$ cat src/rtl/core_halt_monitor_pkg.sv
// Shared definitions for the core halt monitor: cause codes, FSM states and
// the dump beat count (PC beat plus one beat per architectural register).
package halt_mon_pkg;

  localparam logic [2:0] CAUSE_NONE    = 3'd0;
  localparam logic [2:0] CAUSE_ECALL   = 3'd1;
  localparam logic [2:0] CAUSE_EBREAK  = 3'd2;
  localparam logic [2:0] CAUSE_STUCK   = 3'd3;
  localparam logic [2:0] CAUSE_TIMEOUT = 3'd4;

  typedef enum logic [1:0] {
    RUN   = 2'd0,
    DRAIN = 2'd1,
    DUMP  = 2'd2,
    DONE  = 2'd3
  } state_e;

  localparam int unsigned NREGS_DEFAULT = 32;

  // Beats in one dump: the halt PC followed by every register.
  function automatic int unsigned beat_count(input int unsigned nregs);
    return nregs + 1;
  endfunction

endpackage

$ cat src/rtl/core_halt_monitor_if.sv
// Dump stream from the halt monitor to a UART or trace sink.
// Handshake: a beat transfers on a rising clk edge where dump_valid and
// dump_ready are both 1; while dump_valid=1 and dump_ready=0 the master holds
// dump_data and dump_last unchanged, and dump_valid never drops before the
// beat is taken.
interface core_halt_monitor_if #(
  parameter int XLEN = 32
);
  logic            dump_valid;
  logic            dump_ready;
  logic [XLEN-1:0] dump_data;
  logic            dump_last;

  modport master (output dump_valid, output dump_data, output dump_last, input dump_ready);
  modport slave  (input dump_valid, input dump_data, input dump_last, output dump_ready);
endinterface

$ cat src/rtl/core_halt_monitor_watchdog.sv
// Stuck-PC watchdog: counts consecutive enabled cycles in which mem_pc equals
// the remembered PC; stuck is raised once the count reaches WDOG_LIMIT.
// The counter saturates at the limit and never wraps.
module halt_mon_watchdog #(
  parameter int XLEN       = 32,
  parameter int WDOG_LIMIT = 2000000
) (
  input  logic            clk,
  input  logic            rst,
  input  logic            en,
  input  logic [XLEN-1:0] mem_pc,
  output logic            stuck
);
  localparam int CNT_W = $clog2(WDOG_LIMIT + 1);
  localparam logic [CNT_W-1:0] LIMIT = CNT_W'(WDOG_LIMIT);

  logic [XLEN-1:0]  ref_pc_q, ref_pc_d;
  logic [CNT_W-1:0] cnt_q, cnt_d;

  // Restart on any PC change, otherwise count up to the limit.
  always_comb begin
    ref_pc_d = ref_pc_q;
    cnt_d    = cnt_q;
    if (en) begin
      if (mem_pc == ref_pc_q) begin
        if (cnt_q != LIMIT) cnt_d = cnt_q + CNT_W'(1);
      end else begin
        ref_pc_d = mem_pc;
        cnt_d    = '0;
      end
    end
  end

  // Reference PC and counter registers.
  always_ff @(posedge clk) begin
    if (rst) begin
      ref_pc_q <= '1;
      cnt_q    <= '0;
    end else begin
      ref_pc_q <= ref_pc_d;
      cnt_q    <= cnt_d;
    end
  end

  assign stuck = (cnt_q == LIMIT);

endmodule

$ cat src/rtl/core_halt_monitor.sv
// End-of-run controller: detects ECALL/EBREAK/stuck-PC/timeout, halts the
// core, then streams the halt PC and all registers over the dump interface.
// Build option: define HALT_MON_WDOG_EN to include the stuck-PC watchdog;
// without it mem_pc is ignored and cause STUCK is never reported.
module core_halt_monitor
  import halt_mon_pkg::*;
#(
  parameter int          XLEN           = 32,
  parameter int          NREGS          = NREGS_DEFAULT,
  parameter int          WDOG_LIMIT     = 2000000,
  parameter int unsigned TIMEOUT_CYCLES = 50000000,
  parameter int          CYC_W          = 64
) (
  input  logic             clk,
  input  logic             rst,
  input  logic             ecall_pulse,
  input  logic             ebreak_pulse,
  input  logic [XLEN-1:0]  id_pc,
  input  logic [XLEN-1:0]  mem_pc,
  output logic             halt_req,
  output logic [4:0]       rf_raddr,
  input  logic [XLEN-1:0]  rf_rdata,
  core_halt_monitor_if.master dump,
  output logic [2:0]       cause,
  output logic [CYC_W-1:0] cycle_count,
  output logic             done,
  output state_e           state_dbg
);
  localparam int unsigned BEATS = beat_count(NREGS);
  localparam int IDX_W = $clog2(BEATS);
  localparam logic [IDX_W-1:0] LAST_IDX = IDX_W'(NREGS);

  state_e           state_q, state_d;
  logic [2:0]       cause_q, cause_d;
  logic [XLEN-1:0]  halt_pc_q, halt_pc_d;
  logic [CYC_W-1:0] cycle_count_q, cycle_count_d;
  logic [IDX_W-1:0] idx_q, idx_d;
  logic [4:0]       rf_raddr_q, rf_raddr_d;
  logic [2:0]       trig_cause;
  logic             stuck;
  logic             beat_fire;

`ifdef HALT_MON_WDOG_EN
  halt_mon_watchdog #(
    .XLEN       (XLEN),
    .WDOG_LIMIT (WDOG_LIMIT)
  ) u_wdog (
    .clk    (clk),
    .rst    (rst),
    .en     (state_q == RUN),
    .mem_pc (mem_pc),
    .stuck  (stuck)
  );
`else
  logic [XLEN-1:0] unused_mem_pc;
  assign unused_mem_pc = mem_pc ^ XLEN'(WDOG_LIMIT);
  assign stuck = 1'b0;
`endif

  assign beat_fire = dump.dump_valid && dump.dump_ready;

  // Highest-priority terminating event this cycle.
  always_comb begin
    trig_cause = CAUSE_NONE;
    if (ecall_pulse)                                   trig_cause = CAUSE_ECALL;
    else if (ebreak_pulse)                             trig_cause = CAUSE_EBREAK;
    else if (stuck)                                    trig_cause = CAUSE_STUCK;
    else if (cycle_count_q == CYC_W'(TIMEOUT_CYCLES))  trig_cause = CAUSE_TIMEOUT;
  end

  // Next-state logic: run until a trigger, drain one cycle, dump, then park.
  always_comb begin
    state_d       = state_q;
    cause_d       = cause_q;
    halt_pc_d     = halt_pc_q;
    cycle_count_d = cycle_count_q;
    idx_d         = idx_q;
    rf_raddr_d    = rf_raddr_q;
    case (state_q)
      RUN: begin
        if (trig_cause != CAUSE_NONE) begin
          cause_d   = trig_cause;
          halt_pc_d = id_pc;
          state_d   = DRAIN;
        end else begin
          cycle_count_d = cycle_count_q + CYC_W'(1);
        end
      end
      DRAIN: begin
        idx_d      = '0;
        rf_raddr_d = '0;
        state_d    = DUMP;
      end
      DUMP: begin
        // Beat 0 is the PC, so the register address only moves after beat 1.
        if (beat_fire) begin
          if (idx_q == LAST_IDX) begin
            state_d = DONE;
          end else begin
            idx_d = idx_q + IDX_W'(1);
            if (idx_q != '0) rf_raddr_d = rf_raddr_q + 5'd1;
          end
        end
      end
      default: ;
    endcase
  end

  // State and datapath registers.
  always_ff @(posedge clk) begin
    if (rst) begin
      state_q       <= RUN;
      cause_q       <= CAUSE_NONE;
      halt_pc_q     <= '0;
      cycle_count_q <= '0;
      idx_q         <= '0;
      rf_raddr_q    <= '0;
    end else begin
      state_q       <= state_d;
      cause_q       <= cause_d;
      halt_pc_q     <= halt_pc_d;
      cycle_count_q <= cycle_count_d;
      idx_q         <= idx_d;
      rf_raddr_q    <= rf_raddr_d;
    end
  end

  assign halt_req        = (state_q != RUN);
  assign dump.dump_valid = (state_q == DUMP);
  assign dump.dump_last  = (state_q == DUMP) && (idx_q == LAST_IDX);
  assign dump.dump_data  = (state_q != DUMP) ? '0 :
                           (idx_q == '0)     ? halt_pc_q : rf_rdata;
  assign done            = (state_q == DONE);
  assign cause           = cause_q;
  assign cycle_count     = cycle_count_q;
  assign rf_raddr        = rf_raddr_q;
  assign state_dbg       = state_q;

endmodule

$ cat src/flat_wrapper.sv
// flat-port wrapper written by rule: the top's interface ports become plain ports
module core_halt_monitor_flat import halt_mon_pkg::*;
#(
  parameter int          XLEN           = 32,
  parameter int          NREGS          = NREGS_DEFAULT,
  parameter int          WDOG_LIMIT     = 2000000,
  parameter int unsigned TIMEOUT_CYCLES = 50000000,
  parameter int          CYC_W          = 64
)
  (clk, rst, ecall_pulse, ebreak_pulse, id_pc, mem_pc, halt_req, rf_raddr, rf_rdata, cause, cycle_count, done, state_dbg, dump_dump_valid, dump_dump_data, dump_dump_last, dump_dump_ready);
  core_halt_monitor_if #(.XLEN(XLEN)) dump_i ();
  input  logic clk;
  input  logic rst;
  input  logic ecall_pulse;
  input  logic ebreak_pulse;
  input  logic [XLEN-1:0] id_pc;
  input  logic [XLEN-1:0] mem_pc;
  output logic halt_req;
  output logic [4:0] rf_raddr;
  input  logic [XLEN-1:0] rf_rdata;
  output logic [2:0] cause;
  output logic [CYC_W-1:0] cycle_count;
  output logic done;
  output state_e state_dbg;
  output wire logic [$bits(dump_i.dump_valid)-1:0] dump_dump_valid;
  output wire logic [$bits(dump_i.dump_data)-1:0] dump_dump_data;
  output wire logic [$bits(dump_i.dump_last)-1:0] dump_dump_last;
  input wire logic [$bits(dump_i.dump_ready)-1:0] dump_dump_ready;
  assign dump_dump_valid = dump_i.dump_valid;
  assign dump_dump_data = dump_i.dump_data;
  assign dump_dump_last = dump_i.dump_last;
  assign dump_i.dump_ready = dump_dump_ready;
  core_halt_monitor #(.XLEN(XLEN), .NREGS(NREGS), .WDOG_LIMIT(WDOG_LIMIT), .TIMEOUT_CYCLES(TIMEOUT_CYCLES), .CYC_W(CYC_W)) u_core (.clk(clk), .rst(rst), .ecall_pulse(ecall_pulse), .ebreak_pulse(ebreak_pulse), .id_pc(id_pc), .mem_pc(mem_pc), .halt_req(halt_req), .rf_raddr(rf_raddr), .rf_rdata(rf_rdata), .dump(dump_i), .cause(cause), .cycle_count(cycle_count), .done(done), .state_dbg(state_dbg));
endmodule
$ cat config.mk
export PLATFORM = sky130hd
export DESIGN_NAME = core_halt_monitor_flat
export DESIGN_NICKNAME = d
export VERILOG_FILES = /design/src/rtl/core_halt_monitor_pkg.sv /design/src/rtl/core_halt_monitor_if.sv /design/src/rtl/core_halt_monitor_watchdog.sv /design/src/rtl/core_halt_monitor.sv /design/src/flat_wrapper.sv
export SDC_FILE = /design/constraint.sdc
export NUM_CORES = 1
export LEC_CHECK = 0
export BUFFER_PORTS_ARGS = -buffer_cell sky130_fd_sc_hd__buf_2
export CORE_ASPECT_RATIO = 2
export CORE_MARGIN = 10
export CORE_UTILIZATION = 30
export CTS_CLUSTER_SIZE = 24
export DETAILED_ROUTE_END_ITERATION = 10
export GPL_ROUTABILITY_DRIVEN = 0
export GPL_TIMING_DRIVEN = 0
export PLACE_DENSITY = 0.64
export SETUP_SLACK_MARGIN = 0.02
export SLEW_MARGIN = 20
export SYNTH_ARGS = -nofsm -noshare
export SYNTH_HDL_FRONTEND = slang
export SYNTH_SLANG_ARGS = --single-unit
$ cat constraint.sdc
create_clock -name clk -period 2.79 [get_ports clk]
set_input_delay 0.4185 -clock clk [delete_from_list [all_inputs] [get_ports clk]]
set_output_delay 0.4185 -clock clk [all_outputs]
set_load 0.005 [all_outputs]
Yosys cells after proc, flatten, opt, wreduce, memory -nomap -nowiden
Index checks and enable logic that the tools add are counted.

Register bits: 112. Input port bits: 101. Word-level logic and storage cells: 51.

Add/sub/neg operators: 3. Equal/unequal tests: 11. Muxes and demuxes: 16. Bitwise operators: 1. Reduce and logical (&&, ||, !) cells: 14.

Operators by type and width (number): $add 64x1->64 const B (1); $eq 64x26->1 const B (1); $mux 32 (2); $mux 5 (3); $mux 6 (2); $pmux 6 s2 (1); $ne 2x2->1 const B (5); $pmux 5 s2 (1); $mux 3 (3); $reduce_and 4->1 (2); $add 6x1->6 const B (1); $eq 6x6->1 const B (1); $logic_not 6->1 (1); $mux 2 (3); $pmux 2 s3 (1); $reduce_bool 3->1 (2); $reduce_bool 6->1 (1); $add 5x1->5 const B (1); $eq 2x2->1 const B (2); $reduce_and 2->1 (2); $reduce_bool 2->1 (2); $reduce_and 3->1 (1); $eq 2x1->1 const B (1); $logic_and 1x1->1 (2); other kinds (3) (3).

Depth between registers and ports, before layout
Gate-level depths: netlist of the first run.

Depth in word-level cells: 7. Depth in mapped cells: 10. Depth with buffers taken out: 8.

Least setup slack after synthesis of the first run
Ideal clock, no wire load.

Path kind: flip-flop to flip-flop. From: reg u_core.state_q[0] (netlist: u_core.state_dbg[0]). To: reg u_core.cycle_count_q[48] (netlist: u_core.cycle_count[48]). Library setup time: 128 ps. Data arrival time: 2247 ps. Data required time: 2662 ps. Slack: 416 ps. Stages on the path, launching flop included: 11. Cells stage by stage: dfxtp_1 -> inv_1 -> ha_1 -> buf_4 -> and4bb_4 -> nand4_4 -> or4_4 -> buf_6 -> nor4_4 -> xnor2_1 -> nor2_1.

Longest elaborated chain between the ends: 2.

Ends and longest elaborated chain: start: declaration (line core_halt_monitor.sv:33) `state_e state_q, state_d;`; start signal: assignment (line core_halt_monitor.sv:119) `state_q <= state_d;`; $logic_not 2->1 (line core_halt_monitor.sv:79) `case (state_q)`; $reduce_and 2->1 (no line); end signal: assignment (line core_halt_monitor.sv:122) `cycle_count_q <= cycle_count_d;`; end: declaration (line core_halt_monitor.sv:36) `logic [CYC_W-1:0] cycle_count_q, cycle_count_d;`.

Every way passes these cells. A chain may end at the register's enable or synchronous reset.

Final worst setup path of the first run
From: reg u_core.idx_q[0]. To: out dump_dump_data[11].

Longest elaborated chain between the ends: 3.

Ends and longest elaborated chain: start: declaration (line core_halt_monitor.sv:37) `logic [IDX_W-1:0] idx_q, idx_d;`; start signal: assignment (line core_halt_monitor.sv:123) `idx_q <= idx_d;`; $logic_not 6->1 (line core_halt_monitor.sv:132) `(idx_q == '0) ? halt_pc_q : rf_rdata;`; $mux 32 (line core_halt_monitor.sv:132); $mux 32 (line core_halt_monitor.sv:131) `assign dump.dump_data = (state_q != DUMP) ? '0 :`; end: declaration (line flat_wrapper.sv:26) `output wire logic [$bits(dump_i.dump_data)-1:0] dump_dump_data;`.

Every way passes these cells.

==> run summary, run 1 <==
cells after synthesis = 673
Initial DRC Count = 176
max_cap viols = 0
initial antenna violation count = 0
die area = 24,500 um^2
largest net degree at the start of global routing = 18
async set-reset flop share out of synthesis = 0%
Tcrit/Tclk final = 95.5%
clock slew seen by the registers of the worst setup and hold paths = 0.08 ns
Post-synth EDFFs = 0
vias per cell = 4.89
Worst Hold Class = in2reg
sequential area share after synthesis = 40.7%
VDD IR-drop max = 0.270 mV
Layout area overhead = 27.9%
layout cells sized above 1 = 26.9%
die height = 212 um
clock share of power = 30.0%
worst setup margin = 0.126 ns
Rows = 70
Mapped Nets = 783
Crit Path Class = reg2out
Least-Margin Pin Slew = 0.644 ns
Ports = 211
CTS max path bufs = 2
distinct cell type count after synthesis = 46
fmax = 375 MHz
n_diodes = 0
crit path DAT = 2.25 ns
Seq pwr share = 43.6%
first-pass GRT wire length = 28,300 um
Clock Skew = 0.0125 ns
Total Power = 4.12 mW
P_leak = 3.15 nW
TritonCTS clock tree = done
flop-to-flop setup slack = 0.16 ns
Slew HR = 57.1%
ANT nets after route = 0
Crit Reg-Reg Startpoint = u_core.state_dbg[0]
outcome = completed
starting density of the core = 30.3%
GRT Residual Overflow = 0
highest-count cells in the layout ignoring fill and taps = buf_2 (185), nor2_1 (113), dfxtp_1 (112)
CP startpoint = u_core.idx_q[0]
clock sinks = 112
vias in the first global route = 5,286
synthesized area = 5510 um^2
Critical Path RT = 2.37 ns
Setup-failing EPs final = 0
number of buffers created by CTS = 9
fin crit period = 2.66 ns
Critical Path End = dump_dump_data[11]
H-tree Lvls = 3
clk_lat worst skew = 0.35 ns
placed wire-length estimate = 14,700 um
RSZ-0062 raised after global routing = yes
crit path launch type = flip-flop
P_int = 2.81 mW
PortBufs = 177
CP Max Fanout = 10
chip width = 116 um
most common cell after layout, fill and taps aside = buf_2
CTS root buf = clkbuf_16
Setup crit end kind = output pin
R2R cell count = 10
GR Util All Layers = 14.5%
Post-Route WL = 18,300 um
syn_area_per_cell = 8.19 um^2
final max-slew violation count = 0
Switching Share = 31.7%
Final Hold Vio Count = 0
DR vias = 5,305
PwrDens = 584 nW/um^2
Switch Pwr = 1.31 mW
dominant synthesized flop cell = dfxtp_1
pre-CTS worst setup slack = -0.176 ns
DR pass1 iterations = 4
wire per inst = 16.8 um
Nets = 974
core area = 18,200 um^2
Yosys Warn Count = 0
DRC Markers = 0
Yosys reg bits = 112
RR Endpoint = u_core.cycle_count[48]
Gate power share = 26.4%
what timing repair did:
item	4_1_cts	5_1_grt
setup buffers	0	4
hold buffers	0	0
hold endpoints to repair	0	0
setup endpoints to repair	52	29
pin swaps	0	2
resized for setup	17	8
area by class of cell:
cell class	count	area (um^2)
clock buffers	12	246
repair buffers	181	916
fillers	1952	11200
plain buffers	32	161
multi-input cells	508	3110
clock inverters	4	30.0
inverters	20	78.8
flip-flops and latches	112	2240
well taps	216	270
metal layers:
layer,GRT usage [%],wire [um]
met1,14.4,6720
met2,27.8,9780
met3,4.34,1480
met4,4.30,285
met5,0,0
flip-flops by register name, summed over array words and instances, names as in the netlist:
| register | count |
|---|---|
| u_core.rf_raddr | 5 |
| u_core.halt_pc_q | 32 |
| u_core.cycle_count | 64 |
| u_core.cause | 3 |
| u_core.state_dbg | 2 |
| u_core.idx_q | 6 |
power by group through the flow:
stage	Clock (mW)	Sequential (mW)	Combinational (mW)
finish	1.24	1.80	1.09
global route	1.34	1.81	1.21
CTS	1.28	1.80	1.10
detailed placement	0	1.83	1.08
global placement	0	1.83	1.08
floorplan	0	1.82	0.745
worst min-delay path by stage:
stage / slack [ns] / depth (start not counted) / startpoint / end
2_1_floorplan: 0.46 / 2 / u_core.halt_pc_q[0] / u_core.halt_pc_q[0]
3_3_place_gp: 0.47 / 2 / u_core.halt_pc_q[3] / u_core.halt_pc_q[3]
3_5_place_dp: 0.48 / 2 / u_core.halt_pc_q[25] / u_core.halt_pc_q[25]
4_1_cts: 0.28 / 3 / id_pc[9] / u_core.halt_pc_q[9]
5_1_grt: 0.30 / 3 / id_pc[4] / u_core.halt_pc_q[4]
6_report: 0.29 / 3 / id_pc[9] / u_core.halt_pc_q[9]
cells in the mapped netlist (2+ instances only):
library cell | instances | area [um^2]
nand2_1 | 92 | 345
nor3_1 | 13 | 65.1
nand3_1 | 25 | 125
nor4_2 | 2 | 25.0
xnor2_1 | 25 | 219
or2_2 | 3 | 18.8
nor4_4 | 2 | 42.5
or4_1 | 4 | 30.0
mux2i_1 | 34 | 340
and4_1 | 6 | 52.6
a21oi_1 | 46 | 230
xor2_1 | 37 | 324
and3_1 | 10 | 62.6
buf_2 | 5 | 25.0
nand2b_1 | 2 | 12.5
inv_1 | 19 | 71.3
or3_1 | 7 | 43.8
nand4_1 | 25 | 156
nor2_1 | 114 | 428
o21ai_0 | 9 | 45.0
and2_1 | 6 | 37.5
dfxtp_1 | 112 | 2240
nor4_1 | 11 | 68.8
ha_1 | 9 | 113
nor4b_1 | 7 | 61.3
or4_4 | 2 | 22.5
nand4_4 | 2 | 42.5
clkbuf_1 | 25 | 93.8
mux2_2 | 2 | 22.5
metrics by stage:
stage                     area (um^2)  utilization [%]  hold WS, ns  setup TNS [ns]  instances
after CTS                        6990             38.4        0.283               0       1081
after floorplan                  5510                -        0.463               0        673
after global routing             7050             38.7        0.298               0       1085
after detailed placement         6670             36.6        0.485           -3.61       1066
after global placement           6670             36.6        0.475           -3.32       1066
final                            7050             38.7        0.292               0       1085
critical path: stages (launching register included):
cell and delay (ns):
dfxtp_1 0.34, inv_1 0.09, ha_1 0.14, or4b_4 0.51, nand2b_2 0.26, clkbuf_4 0.21, nand2_1 0.08, a21oi_1 0.09
buf_2 0.16
kinds of logic after synthesis:
group	synth area share, %
compound gates	5.92
xor+xnor	9.85
fa+ha+maj	2.04
buf+inv	3.95
flops	40.7
mux	6.58
simple gates	31.0
Note: power is estimated with default switching activity, not from simulation.
==> run 2: changes to the inputs <==
--- a/config.mk
+++ b/config.mk
@@ -5,6 +5,7 @@
 export SDC_FILE = /design/constraint.sdc
 export NUM_CORES = 1
 export LEC_CHECK = 0
+export ABC_AREA = 1
 export BUFFER_PORTS_ARGS = -buffer_cell sky130_fd_sc_hd__buf_2
 export CORE_ASPECT_RATIO = 2
 export CORE_MARGIN = 10
@@ -13,7 +14,7 @@
 export DETAILED_ROUTE_END_ITERATION = 10
 export GPL_ROUTABILITY_DRIVEN = 0
 export GPL_TIMING_DRIVEN = 0
-export PLACE_DENSITY = 0.64
+export PLACE_DENSITY = 0.63
 export SETUP_SLACK_MARGIN = 0.02
 export SLEW_MARGIN = 20
 export SYNTH_ARGS = -nofsm -noshare
==> run summary, run 2 <==
outcome = completed
core area = 22,300 um^2
Switching Share = 38.3%
Post-CTS Hold Buffers = 0
die height = 233 um
crit path launch type = flip-flop
first-pass GRT wire length = 42,400 um
clock slew seen by the registers of the worst setup and hold paths = 0.08 ns
Switch Pwr = 2.00 mW
synthesized area = 6800 um^2
Seq pwr share = 36.7%
Total Power = 5.22 mW
final max-slew violation count = 0
H-tree Lvls = 3
Initial DRC Count = 527
Clock Skew = 0.00962 ns
dominant synthesized flop cell = dfxtp_1
Mapped Nets = 1,226
clock sinks = 112
largest net degree at the start of global routing = 20
most frequent cells after synthesis = nand2_1 (315), nor2_1 (288), dfxtp_1 (112)
async set-reset flop share out of synthesis = 0%
chip width = 126 um
DRC Markers = 0
RSZ-0062 raised after global routing = no
CTS root buf = clkbuf_16
placed wire-length estimate = 23,000 um
crit path max-delay cell type = clkbuf_1
Final Hold Vio Count = 0
TritonCTS clock tree = done
R2R cell count = 12
clk_lat worst skew = 0.37 ns
Post-synth EDFFs = 0
fin crit period = 2.62 ns
VDD IR-drop max = 0.464 mV
worst setup margin = 0.166 ns
crit path DAT = 2.21 ns
M1 WL = 9750 um
starting density of the core = 30.5%
ANT nets after route = 0
layout cells sized above 1 = 17.5%
met2 wire length = 15,100 um
Yosys Warn Count = 0
GRT Residual Overflow = 0
Worst Hold Class = in2reg
PwrDens = 622 nW/um^2
Ports = 211
Rows = 77
area leader, netlist = dfxtp_1
n_diodes = 0
clock share of power = 28.1%
Gate power share = 35.2%
distinct cell type count after synthesis = 31
P_int = 3.22 mW
Setup crit end kind = output pin
DR pass1 iterations = 6
number of buffers created by CTS = 9
pre-CTS worst setup slack = -0.0227 ns
initial antenna violation count = 0
Critical Path RT = 2.37 ns
vias per cell = 4.89
Yosys reg bits = 112
Setup-failing EPs final = 0
GR Util All Layers = 18.5%
ranking of synthesized cells by area = dfxtp_1 (33%), nand2_1 (17%), nor2_1 (16%)
setup TNS = 0 ns
Least-Margin Pin Slew = 0.956 ns
die area = 29,400 um^2
Nets = 1,416
most numerous cell in the Yosys netlist = nand2_1
Crit Path Class = reg2out
wire per inst = 17.7 um
Tcrit/Tclk final = 94.1%
most common cell after layout, fill and taps aside = nand2_1
Hold Crit Depth = 3
share of the synthesized area in the top cell type = 33.0%
DR vias = 7,754
syn_area_per_cell = 6.09 um^2
highest-count cells in the layout ignoring fill and taps = nand2_1 (315), nor2_1 (287), buf_2 (187)
max_cap viols = 0
slowest cell delay on critical path = 0.44 ns
vias in the first global route = 7,578
PortBufs = 178
CP Max Fanout = 10
cells after synthesis = 1,116
CTS max path bufs = 2
crit path cell chain = inv_1, ha_1, nand2_1, nor3_4, inv_1, clkbuf_1, nor2_1, nor2_1, buf_2
Post-Route WL = 28,100 um
top sig layer = met4
met3 wire len = 1670 um
Layout area overhead = 23.5%
Largest register FFs = 64
P_leak = 3.41 nW
fmax = 381 MHz
Slew HR = 35.8%
sequential area share after synthesis = 33.0%
## run 2: cell families (layout without fill, tap and decap cells)
kind of cell / count (synthesis) / count (layout) / synth area share, %
AND/OR/NAND/NOR: 685 / 685 / 40.7
AO/OA/AOI/OAI: 159 / 159 / 11.9
flip-flops: 112 / 112 / 33.0
buffers and inverters: 100 / 295 / 6.24
XOR/XNOR: 51 / 51 / 6.57
adder cells (fa/ha/maj): 9 / 9 / 1.66
## run 2: layout make-up
| class | instances | area (um^2) |
|---|---|---|
| Clock inverter | 7 | 104 |
| Buffer | 42 | 211 |
| Timing Repair Buffer | 180 | 906 |
| Multi-Input combinational cell | 904 | 4150 |
| Clock buffer | 9 | 225 |
| Tap cell | 276 | 345 |
| Fill cell | 2435 | 13900 |
| Inverter | 57 | 214 |
| Sequential cell | 112 | 2240 |
## run 2: worst max-delay path: cells and delay by family, from the launching register on
kind | cells | cell delay, ns
buffers and inverters | 4 | 0.79
AND/OR/NAND/NOR | 4 | 0.45
flip-flops | 1 | 0.38
adder cells (fa/ha/maj) | 1 | 0.21
## run 2: final timing paths
check	from	end	slack [ns]
setup / recovery	u_core.idx_q[0]	dump_dump_data[22]	0.17
hold reg to reg	u_core.cause[0]	u_core.cause[0]	0.46
hold / removal	id_pc[4]	u_core.halt_pc_q[4]	0.29
setup reg to reg	u_core.cycle_count[0]	u_core.cycle_count[55]	0.26
## run 2: stage by stage
stage          utilization [%]  cells  hold WS [ns]  cell area, um^2
2_1_floorplan                -   1116         0.448             6800
3_3_place_gp              36.1   1570         0.450             8030
3_5_place_dp              36.1   1570         0.455             8030
4_1_cts                   37.6   1586         0.276             8380
5_1_grt                   37.7   1587         0.296             8390
6_report                  37.7   1587         0.290             8390
## run 2: layer usage
metal | up-vias | global-route usage (%)
met2 | 278 | 35.6
met4 | 0 | 10.7
met5 | - | 0
met3 | 72 | 4.30
met1 | 3472 | 16.9
li1 | 3932 | -
## run 2: power groups by stage
stage | sequential [mW] | combinational [mW] | clock, mW
floorplan | 1.92 | 1.17 | 0
CTS | 1.91 | 1.83 | 1.51
global route | 1.94 | 2.11 | 1.55
detailed placement | 1.95 | 1.81 | 0
global placement | 1.94 | 1.80 | 0
finish | 1.91 | 1.84 | 1.46
## run 2: timing repair
action / in CTS / in global routing
buffers inserted: 0 / 2
gates resized for setup: 3 / 7
setup endpoints to repair: 32 / 23
pin swaps: 0 / 1
